[config.mk]
export PLATFORM = sky130hd
export DESIGN_NAME = spi_apb_frontend
export DESIGN_NICKNAME = d
export VERILOG_FILES = /design/src/rtl/spi_apb_frontend.sv
export SDC_FILE = /design/constraint.sdc
export NUM_CORES = 1
export LEC_CHECK = 0
export BUFFER_PORTS_ARGS = -buffer_cell sky130_fd_sc_hd__buf_2
export CORE_MARGIN = 5
export CORE_UTILIZATION = 60
export CTS_BUF_LIST = sky130_fd_sc_hd__clkbuf_8 sky130_fd_sc_hd__clkbuf_16
export DETAILED_ROUTE_END_ITERATION = 10
export GPL_ROUTABILITY_DRIVEN = 0
export PLACE_DENSITY = 0.75
export SYNTH_ARGS = -nofsm -noshare
export SYNTH_HDL_FRONTEND = slang
export SYNTH_SLANG_ARGS = --single-unit
[constraint.sdc]
create_clock -name clk -period 3.2 [get_ports clk]
set_input_delay 0.32 -clock clk [delete_from_list [all_inputs] [get_ports clk]]
set_output_delay 0.32 -clock clk [all_outputs]
set_load 0.05 [all_outputs]
[src/rtl/spi_apb_frontend.sv]
// APB3 slave that queues CPU bytes for spi_master and buffers the bytes it returns.
// TX FIFO -> dispatch FSM -> spi_master; spi_master -> RX FIFO -> APB reads.
module spi_apb_frontend #(
  parameter int DEPTH = 8,
  parameter int AW    = 4
) (
  input  logic          clk,
  input  logic          rst_n,
  input  logic          PSEL,
  input  logic          PENABLE,
  input  logic          PWRITE,
  input  logic [AW-1:0] PADDR,
  input  logic [7:0]    PWDATA,
  output logic [7:0]    PRDATA,
  output logic          PREADY,
  output logic          PSLVERR,
  output logic          spi_apb_ready,
  output logic [7:0]    spi_wdata,
  input  logic          spi_rdy_bsybar,
  input  logic          spi_rx_valid,
  input  logic [7:0]    spi_rdata
);

  localparam int IW = $clog2(DEPTH);
  localparam int PW = IW + 1;

  typedef enum logic [1:0] {
    IDLE      = 2'd0,
    ISSUE     = 2'd1,
    WAIT_BSY  = 2'd2,
    WAIT_DONE = 2'd3
  } state_t;

  state_t        state_q, state_d;
  logic [7:0]    wdata_q, wdata_d;
  logic          pready_q, pready_d;
  logic          en_q, en_d;
  logic          txovf_q, txovf_d;
  logic          rxovf_q, rxovf_d;
  logic [PW-1:0] tx_wr_q, tx_wr_d, tx_rd_q, tx_rd_d;
  logic [PW-1:0] rx_wr_q, rx_wr_d, rx_rd_q, rx_rd_d;

  logic [7:0] tx_mem [DEPTH];
  logic [7:0] rx_mem [DEPTH];

  logic xfer, sel_data, sel_stat, sel_ctrl, bad_addr;
  logic tx_empty, tx_full, rx_empty, rx_full;
  logic tx_push, tx_pop, rx_push, rx_pop, flush;
  logic [7:0] status;

  // Transfers are ignored until the first edge after reset, when PREADY rises.
  assign xfer     = PSEL & PENABLE & pready_q;
  assign sel_data = (PADDR == AW'(0));
  assign sel_stat = (PADDR == AW'(4));
  assign sel_ctrl = (PADDR == AW'(8));
  assign bad_addr = ~(sel_data | sel_stat | sel_ctrl);

  // Pointer MSB differs only when the write pointer has lapped the read pointer.
  assign tx_empty = (tx_wr_q == tx_rd_q);
  assign tx_full  = (tx_wr_q[IW] != tx_rd_q[IW]) && (tx_wr_q[IW-1:0] == tx_rd_q[IW-1:0]);
  assign rx_empty = (rx_wr_q == rx_rd_q);
  assign rx_full  = (rx_wr_q[IW] != rx_rd_q[IW]) && (rx_wr_q[IW-1:0] == rx_rd_q[IW-1:0]);

  assign tx_push = xfer & PWRITE & sel_data & ~tx_full;
  assign tx_pop  = (state_q == IDLE) & en_q & ~tx_empty & spi_rdy_bsybar;
  assign rx_push = spi_rx_valid & ~rx_full;
  assign rx_pop  = xfer & ~PWRITE & sel_data & ~rx_empty;
  assign flush   = xfer & PWRITE & sel_ctrl & PWDATA[1];

  assign status = {1'b0, rxovf_q, txovf_q, (state_q != IDLE),
                   rx_full, rx_empty, tx_full, tx_empty};

  assign PREADY        = pready_q;
  assign spi_apb_ready = (state_q == ISSUE);
  assign spi_wdata     = wdata_q;

  always_ff @(posedge clk) begin
    if (tx_push) tx_mem[tx_wr_q[IW-1:0]] <= PWDATA;
    if (rx_push) rx_mem[rx_wr_q[IW-1:0]] <= spi_rdata;
  end

  // APB read mux and error response, live only during the access phase.
  always_comb begin
    PRDATA  = 8'h00;
    PSLVERR = 1'b0;
    if (xfer) begin
      if (bad_addr) begin
        PSLVERR = 1'b1;
      end else if (sel_data) begin
        if (PWRITE) begin
          PSLVERR = tx_full;
        end else if (rx_empty) begin
          PSLVERR = 1'b1;
        end else begin
          PRDATA = rx_mem[rx_rd_q[IW-1:0]];
        end
      end else if (!PWRITE) begin
        if (sel_stat) PRDATA = status;
        else          PRDATA = {7'b0, en_q};
      end
    end
  end

  // FIFO pointers; a flush overrides any push or pop in the same cycle.
  always_comb begin
    tx_wr_d = tx_wr_q;
    tx_rd_d = tx_rd_q;
    rx_wr_d = rx_wr_q;
    rx_rd_d = rx_rd_q;
    if (tx_push) tx_wr_d = tx_wr_q + PW'(1);
    if (tx_pop)  tx_rd_d = tx_rd_q + PW'(1);
    if (rx_push) rx_wr_d = rx_wr_q + PW'(1);
    if (rx_pop)  rx_rd_d = rx_rd_q + PW'(1);
    if (flush) begin
      tx_wr_d = '0;
      tx_rd_d = '0;
      rx_wr_d = '0;
      rx_rd_d = '0;
    end
  end

  // Control register and sticky overflow flags; a new overflow beats a clear.
  always_comb begin
    pready_d = 1'b1;
    en_d     = en_q;
    txovf_d  = txovf_q;
    rxovf_d  = rxovf_q;
    if (xfer && PWRITE && sel_ctrl) en_d = PWDATA[0];
    if (xfer && PWRITE && sel_stat) begin
      if (PWDATA[5]) txovf_d = 1'b0;
      if (PWDATA[6]) rxovf_d = 1'b0;
    end
    if (xfer && PWRITE && sel_data && tx_full) txovf_d = 1'b1;
    if (spi_rx_valid && rx_full)               rxovf_d = 1'b1;
  end

  always_comb begin
    state_d = state_q;
    wdata_d = wdata_q;
    unique case (state_q)
      IDLE: begin
        if (tx_pop) begin
          state_d = ISSUE;
          wdata_d = tx_mem[tx_rd_q[IW-1:0]];
        end
      end
      ISSUE:     state_d = WAIT_BSY;
      WAIT_BSY:  if (!spi_rdy_bsybar) state_d = WAIT_DONE;
      WAIT_DONE: if (spi_rdy_bsybar)  state_d = IDLE;
      default:   state_d = IDLE;
    endcase
  end

  always_ff @(posedge clk or negedge rst_n) begin
    if (!rst_n) begin
      state_q  <= IDLE;
      wdata_q  <= 8'h00;
      pready_q <= 1'b0;
      en_q     <= 1'b0;
      txovf_q  <= 1'b0;
      rxovf_q  <= 1'b0;
      tx_wr_q  <= '0;
      tx_rd_q  <= '0;
      rx_wr_q  <= '0;
      rx_rd_q  <= '0;
    end else begin
      state_q  <= state_d;
      wdata_q  <= wdata_d;
      pready_q <= pready_d;
      en_q     <= en_d;
      txovf_q  <= txovf_d;
      rxovf_q  <= rxovf_d;
      tx_wr_q  <= tx_wr_d;
      tx_rd_q  <= tx_rd_d;
      rx_wr_q  <= rx_wr_d;
      rx_rd_q  <= rx_rd_d;
    end
  end

endmodule

==> flow_summary_export.csv, run 1 <==
group,metric,value,unit
cts,path_clk_slew,0.06,ns
hold_path,hold_depth,1,
synthesis,syn_inst,397,
setup_path,start_kind,"flop",
setup_path,crit_type,"reg2out",
finish,area_growth,15.7,%
synthesis,ys_async_sr_fraction,19.0,%
sta,setup_tns,0,ns
sta,finClkSkew,0.00714,ns
synthesis,ys.flop_type,"edfxtp_1",
synthesis,ys_seq_area_share,68.4,%
setup_path,r2r_slack,0.68,ns
synthesis,ys_ff_latch,158,
sta,hold_viol,0,
finish,utilization,71.3,%
sta,post-route-min-period,2.99,ns
route,drt_wl_total,13300,um
sta,worst_pin_slew,0.970,ns
hold_path,hp-class,"in2reg",
synthesis,yosys_warnings,0,
setup_path,end_kind,"output port",
power_and_ir_drop,powerDensity,741,nW/um^2
die,die_area,13400,sq um
power_and_ir_drop,p_total,5.76,mW
cts,root_buffer,"clkbuf_8",
finish,n_antenna_cell,0,
finish,nets,498,
die,ios,46,
route,ant_nets,0,
synthesis,synth_area,6710,sq um
cts,cts.path.max_buffers,2,
cts,clock_latency,0.52,ns
setup_path,cp.required,2.88,ns
setup_path,cp_max_fo,19,
die,die_h,116,um
route,viasPerCell,6.07,
route,post-route-drc-count,0,
setup_path,rr_endpoint,"rx_mem[1][3]",
finish,layout_commonest_cell,"edfxtp_1",
cts,h-tree-depth,4,
finish,mostFrequentLayoutCells,"edfxtp_1 (128), buf_2 (45), nor2_1 (34)",
synthesis,synth_edf_count,128,
die,fp.dieW,116,um
sta,clock.fmax,0.334,GHz
grt,grt_pass1_wl,21000,um
synthesis,avgSynthCellArea,16.9,sq um
placed_design,portBuffers,45,
grt,grt_overflow,0,
cts,cts_buffers,17,
grt,grt_max_degree,31,
grt,grt_usage,21.5,%
die,start_util,61.7,%
sta,rsz0062_at_grt,"false",
finish,drive_above_1_share,30.3,%
outcome,outcome,"complete, no violations",
sta,slew_headroom,35.1,%
setup_path,rr_startpoint,"rx_wr_q[2]",
sta,drv_slew,0,
sta,post-route-period-util,93.5,%
setup_path,crit_arrival,2.67,ns
cts,cts_tree,"built",
hold_path,min_from,"spi_rdata[7]",
route,vias,3732,
grt,grt_pass1_vias,3810,
route,dr.pass1.iters,5,
power_and_ir_drop,vdd_drop_max,0.362,mV
route,drt-initial-drc-count,273,
cts,postCtsSetupRepairBufs,0,
placed_design,dpl.hpwl,8830,um
power_and_ir_drop,p_leak,2.83,nW
synthesis,synth_nets,433,
synthesis,synth_cell_type_count,46,
die,coreArea,10900,sq um
hold_path,hold_end,"rx_mem[0][7]",
setup_path,reg2regPathDepth,6,
job,cap_violations,0,
sta,finalSetupViolCount,0,
cts,clock-sinks,158,
grt,antenna_found_initial,0,
die,row_count,38,
route,wl_per_cell,21.7,um
==> where the power goes <==
| group | internal (mW) | switching [mW] | leakage [nW] |
|---|---|---|---|
| clock | 1.19 | 0.784 | 0.287 |
| sequential | 2.46 | 0.137 | 1.54 |
| combinational | 0.467 | 0.728 | 1.00 |
==> sequential cells by signal (all words and copies together), names as in the netlist <==
| name | flops |
|---|---|
| rx_mem | 64 |
| tx_mem | 64 |
| spi_wdata | 8 |
| rx_rd_q | 4 |
| rx_wr_q | 4 |
| tx_rd_q | 4 |
| tx_wr_q | 4 |
| state_q | 2 |
| PREADY | 1 |
| en_q | 1 |
| rxovf_q | 1 |
| txovf_q | 1 |
==> metrics by stage <==
| step | cell area (sq um) | setup WS [ns] | std cells | hold WS [ns] |
|---|---|---|---|---|
| global placement | 7170 | 0.835 | 582 | 0.406 |
| CTS | 7770 | 0.189 | 615 | 0.0403 |
| detailed placement | 7170 | 0.754 | 582 | 0.417 |
| finish | 7770 | 0.209 | 615 | 0.0677 |
| floorplan | 6710 | 0.212 | 397 | 0.0244 |
| global route | 7770 | 0.106 | 615 | 0.0676 |
==> cells in the mapped netlist, drive strengths merged (3+ instances only) <==
cell / count / area share [%]
buf: 16 / 1.6
nor4b: 3 / 0.62
ha: 9 / 1.7
and3: 3 / 0.28
inv: 9 / 0.50
o21ai: 4 / 0.30
nor4: 6 / 0.56
mux4: 32 / 11
mux2: 3 / 0.56
edfxtp: 128 / 57
nand4: 3 / 0.28
nor3: 10 / 0.75
nor2: 36 / 2.3
xnor2: 8 / 1.0
nand2: 13 / 0.73
mux2i: 19 / 2.8
nand3: 10 / 0.93
xor2: 11 / 1.5
clkbuf: 5 / 0.28
dfrtp: 30 / 11
a21oi: 16 / 1.2
==> logic make-up (layout without fill, tap and decap cells) <==
| group | Yosys count | in the layout | synth area share [%] |
|---|---|---|---|
| AOI/OAI and AO/OA | 34 | 34 | 3.39 |
| xor gates and xnor gates | 19 | 19 | 2.59 |
| adders and majority gates | 9 | 9 | 1.68 |
| buffers and inverters | 30 | 108 | 2.37 |
| DFF | 158 | 158 | 68.4 |
| muxes | 54 | 54 | 14.1 |
| other | 1 | 1 | 0.0559 |
| and+or+nand+nor | 92 | 92 | 7.34 |
==> how the worst max path moves through the flow <==
stage	from	to	slack [ns]	cells past startpoint
after detailed placement	rx_wr_q[2]	rx_mem[1][1]	0.75	6
after global routing	rx_rd_q[0]	PRDATA[1]	0.11	6
after global placement	tx_wr_q[1]	PSLVERR	0.83	6
after CTS	rx_rd_q[0]	PRDATA[1]	0.19	6
final	rx_rd_q[0]	PRDATA[1]	0.21	6
after floorplan	tx_rd_q[1]	PSLVERR	0.21	6
==> critical path: stages (launching register included) <==
cell	delay, ns
dfrtp_1	0.36
buf_4	0.36
mux4_2	0.57
mux2i_1	0.32
o22ai_1	0.17
o211a_1	0.16
buf_2	0.21
==> what timing repair did <==
item                                   CTS  global route
hold buffers                             1             0
resized for setup                        0             0
endpoints found under the hold margin   30             0
==> layout make-up <==
class,count,area (sq um)
flip-flops and latches,158,4590
well taps,140,175
clock buffers,17,414
multi-input cells,209,1980
inverters,9,33.8
fillers,690,3120
clock inverters,15,171
repair buffers,67,393
==> layer usage <==
metal / global-route usage (%) / vias up / wire length, um
li1: - / 1673 / -
met1: 30.6 / 1903 / 5670
met2: 34.0 / 140 / 6560
met3: 3.86 / 16 / 931
met4: 7.81 / 0 / 169
met5: 0 / - / 0
No activity file was read; power rests on OpenSTA's default activity.
==> run 2: changes to the inputs <==
==> constraint.sdc (replaced) <==
create_clock -name clk -period 3.2 [get_ports clk]
set_input_delay 0.48 -clock clk [delete_from_list [all_inputs] [get_ports clk]]
set_output_delay 0.48 -clock clk [all_outputs]
set_load 0.05 [all_outputs]
==> run 2 against run 1 <==
  * Combinational power hardly changed
  * Sequential cell count did not move
  * Clock power is 7% higher
  * Maximum frequency down 2.0%
  * Largest cell class unchanged
  * Highest routed layer unchanged
==> flow_summary_export.csv, run 2 (synthesis gave the netlist of run 1 again) <==
group,metric,value,unit
sta,layout_setup_ws,0.147,ns
grt,grt_max_degree,31,
setup_path,cp.required,2.72,ns
sta,hold_viol,0,
route,post-route-drc-count,0,
power_and_ir_drop,p_clk_share,35.8,%
setup_path,cp.buffers_inverters,1,
sta,finClkSkew,0.00578,ns
grt,grt_pass1_vias,3790,
cts,clock-sinks,158,
sta,clock.fmax,0.328,GHz
sta,setup_tns,0,ns
die,die_h,116,um
route,drt-initial-drc-count,324,
cts,h-tree-depth,4,
power_and_ir_drop,vdd_drop_max,0.681,mV
setup_path,worst_path_max_delay_cell,"or4_4",
sta,worst_pin_slew,0.948,ns
grt,antenna_found_initial,0,
setup_path,max_stage_delay,0.61,ns
sta,drv_slew,0,
setup_path,start_kind,"flop",
cts,root_buffer,"clkbuf_8",
grt,grt.met1_usage,31.1,%
power_and_ir_drop,internal_power,4.20,mW
route,ant_nets,0,
grt,grt_pass1_wl,21400,um
grt,use_met2,34.1,%
finish,mostFrequentLayoutCells,"edfxtp_1 (128), buf_2 (44), nor2_1 (34)",
power_and_ir_drop,p_sw_share,28.8,%
outcome,outcome,"complete, no violations",
sta,holdWs,0.209,ns
placed_design,place_ws,0.610,ns
job,cap_violations,0,
cts,cts.path.max_buffers,2,
finish,instances_no_fill,613,
sta,slew_headroom,36.6,%
power_and_ir_drop,p_total,5.89,mW
cts,path_clk_slew,0.07,ns
power_and_ir_drop,p_switching,1.70,mW
die,start_util,61.7,%
placed_design,dp_cells,580,
route,drt_wl_total,13400,um
placed_design,portBuffers,45,
sta,rsz0062_at_grt,"false",
setup_path,cp_cell_sequence,"xor2_2 > or4_4 > o21ai_1 > a21oi_1 > a211oi_1 > clkbuf_4",
power_and_ir_drop,p_comb_share,20.1,%
cts,cts_tree,"built",
setup_path,end_kind,"output port",
die,die_area,13400,sq um
sta,post-route-min-period,3.05,ns
power_and_ir_drop,powerDensity,756,nW/um^2
sta,post-route-period-util,95.4,%
finish,n_antenna_cell,0,
route,viasPerCell,6.04,
die,row_count,38,
route,dr.pass1.iters,5,
die,ios,46,
route,wl_per_cell,21.9,um
setup_path,crit_type,"reg2out",
cts,cts_buffers,17,
finish,fillers,660,
route,vias,3701,
finish,nets,496,
grt,grt.busiest_layer,"met2",
grt,grt_usage,22.1,%
setup_path,cp_max_fo,10,
finish,drive_above_1_share,30.7,%
finish,area_growth,16.2,%
hold_path,hp-class,"in2reg",
grt,grt_use_met3,5.12,%
power_and_ir_drop,power_frac_seq,44.1,%
die,coreArea,10900,sq um
power_and_ir_drop,p_leak,2.83,nW
sta,finalSetupViolCount,0,
setup_path,crit_arrival,2.57,ns
finish,layout_commonest_cell,"edfxtp_1",
placed_design,dpl.hpwl,8490,um
cts,clock_latency,0.54,ns
die,fp.dieW,116,um
grt,grt_overflow,0,
setup_path,path_delay_family,"simple AND/OR/NAND/NOR gates",
## run 2: through the flow
| stage | area (sq um) | util, % |
|---|---|---|
| after detailed placement | 7160 | 65.7 |
| after global placement | 7160 | 65.7 |
| after CTS | 7790 | 71.5 |
| after global routing | 7800 | 71.6 |
| final | 7800 | 71.6 |
| after floorplan | 6710 | - |
## run 2: power groups by stage
stage	Sequential (mW)	Clock (mW)	Combinational [mW]
global route	2.62	2.24	1.29
finish	2.60	2.11	1.19
CTS	2.60	2.14	1.20
global placement	2.62	0	1.15
detailed placement	2.64	0	1.18
floorplan	2.74	0	0.773
## run 2: worst reg2reg max path: stages (launching register included)
cell and delay [ns]:
dfrtp_1 0.53, xor2_1 0.35, o41ai_2 0.20, or2_2 0.36, nor2_1 0.69
## run 2: path summary, 6_finish.rpt
| path | startpoint | end | slack, ns | cells past startpoint |
|---|---|---|---|---|
| worst max-delay path | tx_wr_q[1] | PSLVERR | 0.15 | 6 |
| worst min-delay path | spi_rdata[6] | rx_mem[3][6] | 0.21 | 1 |
| worst max register to register | rx_wr_q[2] | rx_mem[6][1] | 0.70 | 4 |
| worst min register to register | rxovf_q | rxovf_q | 0.50 | 1 |
| max in group asynchronous | rst_n | tx_wr_q[0] | 2.17 | 2 |
| min in group asynchronous | rst_n | state_q[1] | 0.53 | 2 |
## run 2: repair_timing
item | CTS | global route
endpoints found under the setup margin | 0 | 3
gates resized for setup | 0 | 4
hold endpoints to repair | 17 | 0
hold buffers | 1 | 0
buffers inserted | 0 | 0
## run 2: layout make-up
class,count,area (sq um),share of cell area [%]
sequential,158,4600,59.0
multi-input combinational,209,1980,25.4
clock buffer,17,414,5.31
timing repair buffer,65,384,4.93
clock inverter,15,209,2.68
tap,140,175,2.25
inverter,9,33.8,0.433
## run 2: layer usage
| layer | up-vias | part of all wire [%] |
|---|---|---|
| li1 | 1669 | - |
| met1 | 1891 | 43 |
| met2 | 118 | 50 |
| met3 | 23 | 5.2 |
| met4 | 0 | 1.8 |
| met5 | - | 0 |
